--- src/rtl/reg_xfer_ctrl_if.sv ---
// Request, register-file and stream signals of reg_xfer_ctrl.
// master = surrounding system / bench, slave = the controller.
interface reg_xfer_ctrl_if #(
   parameter int DW = 16
);
   logic          dump_req;
   logic          load_req;
   logic [2:0]    base;
   logic [3:0]    cnt;
   logic          busy;
   logic          done;
   logic [2:0]    rf_sr1;
   logic [DW-1:0] rf_rdata1;
   logic          rf_we;
   logic [2:0]    rf_dr;
   logic [DW-1:0] rf_wdata;
   logic          out_valid;
   logic          out_ready;
   logic [DW-1:0] out_data;
   logic [2:0]    out_idx;
   logic          out_last;
   logic          in_valid;
   logic          in_ready;
   logic [DW-1:0] in_data;

   modport master (
      output dump_req, load_req, base, cnt, rf_rdata1, out_ready, in_valid, in_data,
      input  busy, done, rf_sr1, rf_we, rf_dr, rf_wdata,
      input  out_valid, out_data, out_idx, out_last, in_ready
   );

   modport slave (
      input  dump_req, load_req, base, cnt, rf_rdata1, out_ready, in_valid, in_data,
      output busy, done, rf_sr1, rf_we, rf_dr, rf_wdata,
      output out_valid, out_data, out_idx, out_last, in_ready
   );
endinterface

--- src/rtl/reg_xfer_ctrl.sv ---
// Register-file transfer controller: dumps registers to a ready/valid stream
// or loads a ready/valid stream into registers, with index wrap modulo 8.
module reg_xfer_ctrl #(
   parameter int NREG = 8,
   parameter int DW   = 16
) (
   input  logic           clk,
   input  logic           rst_n,
   reg_xfer_ctrl_if.slave bus
);

   typedef enum logic [2:0] {IDLE, RD, TX, LD, FIN} state_t;

   state_t        state_q;
   logic [2:0]    idx_q;
   logic [3:0]    rem_q;
   logic [2:0]    sr1_q;
   logic [2:0]    dr_q;
   logic [2:0]    oidx_q;
   logic [DW-1:0] wdata_q;
   logic [DW-1:0] odata_q;
   logic          we_q;
   logic          ovalid_q;
   logic          olast_q;
   logic          done_q;
   logic          iready_q;

   logic [3:0]    cnt_dec;
   logic [2:0]    idx_nxt;
   logic          rem_last;

   // 0 and anything above the register count both mean a full sweep
   always_comb begin
      cnt_dec = bus.cnt;
      if (bus.cnt == '0 || bus.cnt > 4'(NREG))
         cnt_dec = 4'(NREG);
   end

   assign idx_nxt  = idx_q + 3'd1;
   assign rem_last = (rem_q == 4'd1);

   always_ff @(posedge clk or negedge rst_n) begin
      if (!rst_n) begin
         state_q  <= IDLE;
         idx_q    <= '0;
         rem_q    <= '0;
         sr1_q    <= '0;
         dr_q     <= '0;
         oidx_q   <= '0;
         wdata_q  <= '0;
         odata_q  <= '0;
         we_q     <= 1'b0;
         ovalid_q <= 1'b0;
         olast_q  <= 1'b0;
         done_q   <= 1'b0;
         iready_q <= 1'b0;
      end else begin
         we_q   <= 1'b0;
         done_q <= 1'b0;
         case (state_q)
            IDLE: begin
               if (bus.dump_req) begin
                  idx_q   <= bus.base;
                  rem_q   <= cnt_dec;
                  sr1_q   <= bus.base;
                  state_q <= RD;
               end else if (bus.load_req) begin
                  idx_q    <= bus.base;
                  rem_q    <= cnt_dec;
                  iready_q <= 1'b1;
                  state_q  <= LD;
               end
            end
            RD: begin
               odata_q  <= bus.rf_rdata1;
               oidx_q   <= idx_q;
               olast_q  <= rem_last;
               ovalid_q <= 1'b1;
               state_q  <= TX;
            end
            TX: begin
               if (bus.out_ready) begin
                  ovalid_q <= 1'b0;
                  if (rem_last) begin
                     done_q  <= 1'b1;
                     state_q <= FIN;
                  end else begin
                     idx_q   <= idx_nxt;
                     sr1_q   <= idx_nxt;
                     rem_q   <= rem_q - 4'd1;
                     state_q <= RD;
                  end
               end
            end
            LD: begin
               // in_ready is held high for the whole LD stay, so in_valid alone is the accept
               if (bus.in_valid) begin
                  we_q    <= 1'b1;
                  wdata_q <= bus.in_data;
                  dr_q    <= idx_q;
                  idx_q   <= idx_nxt;
                  rem_q   <= rem_q - 4'd1;
                  if (rem_last) begin
                     iready_q <= 1'b0;
                     done_q   <= 1'b1;
                     state_q  <= FIN;
                  end
               end
            end
            FIN:     state_q <= IDLE;
            default: state_q <= IDLE;
         endcase
      end
   end

   assign bus.busy      = (state_q != IDLE);
   assign bus.done      = done_q;
   assign bus.rf_sr1    = sr1_q;
   assign bus.rf_we     = we_q;
   assign bus.rf_dr     = dr_q;
   assign bus.rf_wdata  = wdata_q;
   assign bus.out_valid = ovalid_q;
   assign bus.out_data  = odata_q;
   assign bus.out_idx   = oidx_q;
   assign bus.out_last  = olast_q;
   assign bus.in_ready  = iready_q;

endmodule

--- src/flat_wrapper.sv ---
// flat-port wrapper written by rule: the top's interface ports become plain ports
module reg_xfer_ctrl_flat 
#(
   parameter int NREG = 8,
   parameter int DW   = 16
)
  (clk, rst_n, bus_dump_req, bus_load_req, bus_base, bus_cnt, bus_rf_rdata1, bus_out_ready, bus_in_valid, bus_in_data, bus_busy, bus_done, bus_rf_sr1, bus_rf_we, bus_rf_dr, bus_rf_wdata, bus_out_valid, bus_out_data, bus_out_idx, bus_out_last, bus_in_ready);
  reg_xfer_ctrl_if #(.DW(DW)) bus_i ();
  input  logic clk;
  input  logic rst_n;
  input wire logic [$bits(bus_i.dump_req)-1:0] bus_dump_req;
  input wire logic [$bits(bus_i.load_req)-1:0] bus_load_req;
  input wire logic [$bits(bus_i.base)-1:0] bus_base;
  input wire logic [$bits(bus_i.cnt)-1:0] bus_cnt;
  input wire logic [$bits(bus_i.rf_rdata1)-1:0] bus_rf_rdata1;
  input wire logic [$bits(bus_i.out_ready)-1:0] bus_out_ready;
  input wire logic [$bits(bus_i.in_valid)-1:0] bus_in_valid;
  input wire logic [$bits(bus_i.in_data)-1:0] bus_in_data;
  output wire logic [$bits(bus_i.busy)-1:0] bus_busy;
  output wire logic [$bits(bus_i.done)-1:0] bus_done;
  output wire logic [$bits(bus_i.rf_sr1)-1:0] bus_rf_sr1;
  output wire logic [$bits(bus_i.rf_we)-1:0] bus_rf_we;
  output wire logic [$bits(bus_i.rf_dr)-1:0] bus_rf_dr;
  output wire logic [$bits(bus_i.rf_wdata)-1:0] bus_rf_wdata;
  output wire logic [$bits(bus_i.out_valid)-1:0] bus_out_valid;
  output wire logic [$bits(bus_i.out_data)-1:0] bus_out_data;
  output wire logic [$bits(bus_i.out_idx)-1:0] bus_out_idx;
  output wire logic [$bits(bus_i.out_last)-1:0] bus_out_last;
  output wire logic [$bits(bus_i.in_ready)-1:0] bus_in_ready;
  assign bus_i.dump_req = bus_dump_req;
  assign bus_i.load_req = bus_load_req;
  assign bus_i.base = bus_base;
  assign bus_i.cnt = bus_cnt;
  assign bus_i.rf_rdata1 = bus_rf_rdata1;
  assign bus_i.out_ready = bus_out_ready;
  assign bus_i.in_valid = bus_in_valid;
  assign bus_i.in_data = bus_in_data;
  assign bus_busy = bus_i.busy;
  assign bus_done = bus_i.done;
  assign bus_rf_sr1 = bus_i.rf_sr1;
  assign bus_rf_we = bus_i.rf_we;
  assign bus_rf_dr = bus_i.rf_dr;
  assign bus_rf_wdata = bus_i.rf_wdata;
  assign bus_out_valid = bus_i.out_valid;
  assign bus_out_data = bus_i.out_data;
  assign bus_out_idx = bus_i.out_idx;
  assign bus_out_last = bus_i.out_last;
  assign bus_in_ready = bus_i.in_ready;
  reg_xfer_ctrl #(.NREG(NREG), .DW(DW)) u_core (.clk(clk), .rst_n(rst_n), .bus(bus_i));
endmodule
--- config.mk ---
export PLATFORM = sky130hd
export DESIGN_NAME = reg_xfer_ctrl_flat
export DESIGN_NICKNAME = d
export VERILOG_FILES = /design/src/rtl/reg_xfer_ctrl_if.sv /design/src/rtl/reg_xfer_ctrl.sv /design/src/flat_wrapper.sv
export SDC_FILE = /design/constraint.sdc
export NUM_CORES = 1
export LEC_CHECK = 0
export BUFFER_PORTS_ARGS = -buffer_cell sky130_fd_sc_hd__buf_2
export CAP_MARGIN = 20
export CORE_MARGIN = 1.5
export CORE_UTILIZATION = 52
export DETAILED_ROUTE_END_ITERATION = 8
export PLACE_DENSITY = 0.84
export SLEW_MARGIN = 20
export SYNTH_ARGS = -nofsm -noshare
export SYNTH_HDL_FRONTEND = slang
export SYNTH_SLANG_ARGS = --single-unit
--- constraint.sdc ---
create_clock -name clk -period 3.1 [get_ports clk]
set_input_delay 0.155 -clock clk [delete_from_list [all_inputs] [get_ports clk]]
set_output_delay 0.155 -clock clk [all_outputs]
set_load 0.02 [all_outputs]
==> metrics <==
Synth Area in Adders=0.0153; Pwr per Cell Area=roughly 1100 mW/mm²; largest family of logic cells by synthesized area=multiplexers; Reg-to-Reg Start=u_core.state_q[1]; DR iter-0 viols=around 80; Post-Synth XOR/XNOR Area=0.00358; routed wire length per instance=roughly 15 µm; vias per cell=around 5.3; final setup vio count=0; DIE AREA=between 0.005 and 0.006 mm²; Reg clk slew, reported paths=0.11 ns; Max Cap Viol=0; vias=around 1800; Setup crit start kind=flip-flop; drt first pass iters=7; synth unique cells=35; Crit Path Max Fanout=16; worst hold path cell count=2; hold_ws=approximately 0.061 ns; status=complete, no violations; critical path class=reg2reg; RSZ-0062 raised after global routing=no; Place WS=about 0.87 ns; Final Max Slew Viols=0; ys flop type=dfrtp_1; Tightest Hold Check Type=in2reg; Seq/Total Area, Yosys=0.573; post-DP HPWL=roughly 3.6 mm; Worst setup EP type=flip-flop; vias in the first global route=1680; Overflow after GRT=0; Worst Tran Pin Value=0.842 ns; Die H=between 70 and 80 µm; Post-synth EDFFs=0; worst skew pair latency=0.31 ns; I/O Buffers=91; R2R cell count=4; Reg2Reg Setup Slack=0.85 ns; clk sink count=between 50 and 60; WHS Endpoint=u_core.bus.out_data[11]; CTS buffer count=5; Final Cycle Share=0.725; syn nets=235; clock tree from TritonCTS=built; mean post-synth cell area=about 13 µm²; antenna violations before repair=0; max-slew headroom at the worst pin=0.439; final worst slack=0.853 ns; H-tree levels=2; ANT cells=0; ranking of synthesized cells by area=dfrtp_1, mux2_2, o41ai_1, nor2_1, ha_1; post-route ant nets=0; # DRC=0; multiplexer share of the synthesized area=0.216; Leak=between 1 and 1.5 nW; final hold viol count=0; r2r endpoint=u_core.idx_q[1]; Root Driver=clkbuf_8; ys async rst share=1.00; Synth Cell Area=between 0.002 and 0.0025 mm²; Setup Total Neg Slack=0 ns; Post-Synth Simple-Gate Area=0.0844; die width=just over 70 µm; Yosys top cell area share=0.573; worst path required time=3.31 ns; largest net degree at the start of global routing=40; FP Rows=24; Initial Util=0.551; Core Footprint=around 0.0044 mm²; P&R area growth vs syn=24.4%; GRT Total Usage=0.197; Yosys top cell by area=dfrtp_1; worst vdd ir=between 500 and 600 µV; maximum clock rate=~0.45 GHz; cells after synthesis=187; IO Count=92; Placer Congestion=slightly below 0.8; Post-CTS Setup Inserts=0; Synth Area in Compound Gates=0.0767; fraction of layout cells with a size suffix above 1=0.536; hold_sp=bus_rf_rdata1[11]; first-pass GRT wire length=between 7 and 8 mm; CTS Buffer Depth=2; Synth Register Bits=between 50 and 60; Worst Path Arrival=roughly 2.5 ns; skew final=approximately 0.0075 ns; Post-Route WL=slightly below 5 mm; Tmin final=2.25 ns; Yosys warnings=0; # nets final=~330
-- sequential cells by signal, indices dropped and copies added, names as in the netlist --
name,flops
u_core.bus.rf_dr,3
u_core.bus.rf_wdata,16
u_core.bus.out_idx,3
u_core.bus.rf_we,1
u_core.rem_q,4
u_core.bus.out_data,16
u_core.bus.out_valid,1
u_core.bus.rf_sr1,3
u_core.bus.in_ready,1
u_core.state_q,3
u_core.bus.out_last,1
u_core.idx_q,3
u_core.bus.done,1
-- cells by family (layout without fill, tap and decap cells) --
kind of cell,after synthesis,after routing
xor gates and xnor gates,1,1
muxes,47,47
buffers and inverters,16,109
and+or+nand+nor,38,38
AOI/OAI and AO/OA,26,26
DFF,56,56
adders and majority gates,3,3
-- what timing repair did --
action,CTS,global route
resized for setup,0,0
hold buffers,1,0
hold endpoints to repair,38,0
-- layout make-up --
type / instances / area (µm²)
multi-input cells: 115 / 972
fillers: 350 / 1400
repair buffers: 95 / 488
well taps: 52 / 65.1
clock inverters: 3 / 27.5
inverters: 6 / 22.5
flip-flops and latches: 56 / 1400
clock buffers: 5 / 68.8
-- routing by layer --
metal / up-vias / track usage / routed length (µm)
met3: 7 / 0.0492 / 253
met4: 0 / 0.0860 / 73
met5: - / 0 / 0
li1: 849 / - / -
met1: 840 / 0.238 / 2040
met2: 54 / 0.335 / 2450
-- through the flow --
step	cell area (µm²)	util	std cells	power (mW)
floorplan	2450	-	187	2.60
global placement	2940	0.661	323	3.04
detailed placement	2940	0.661	323	3.10
CTS	3050	0.685	332	3.52
global route	3050	0.685	332	3.72
finish	3050	0.685	332	3.49
-- worst max-delay path: stages (launching register included) --
cell and delay (ns):
dfrtp_1 0.51, or2b_1 0.56, o22ai_4 0.20, or3_1 0.53, mux2_4 0.34
-- worst max path at each step --
stage	start	slack, ns	cells after the start	to
finish	u_core.state_q[1]	0.85	4	u_core.idx_q[1]
global route	u_core.state_q[2]	0.73	4	u_core.idx_q[1]
CTS	u_core.state_q[1]	0.86	4	u_core.idx_q[1]
detailed placement	u_core.state_q[1]	0.87	4	u_core.idx_q[1]
global placement	u_core.state_q[1]	0.94	4	u_core.idx_q[1]
floorplan	u_core.rem_q[1]	1.20	8	u_core.idx_q[1]
-- power breakdown --
group	switching [mW]	internal, mW
clock network	0.255	0.166
registers	0.215	1.09
logic	0.975	0.788
-- layout by cell type, fill, tap and decap left out, types with 4 or more instances in the layout --
master	instances
nor3b_1	4
buf_2	91
nand2_1	6
inv_1	6
clkbuf_8	5
o41ai_1	5
a21oi_1	4
o21ai_0	6
mux2_2	43
dfrtp_1	56
nor2_1	10
-- synth_stat cells, drive strengths merged (3+ instances only) --
cell and n:
ha 3, nand2 6, o21ai 7, dfrtp 56, buf 7, a21oi 4, inv 6, o41ai 5
or3 3, a31oi 3, nor2b 3, mux2i 3, nor3b 4, nand2b 3, nor2 11, clkbuf 3
mux2 44
Note: power is estimated with default switching activity, not from simulation.
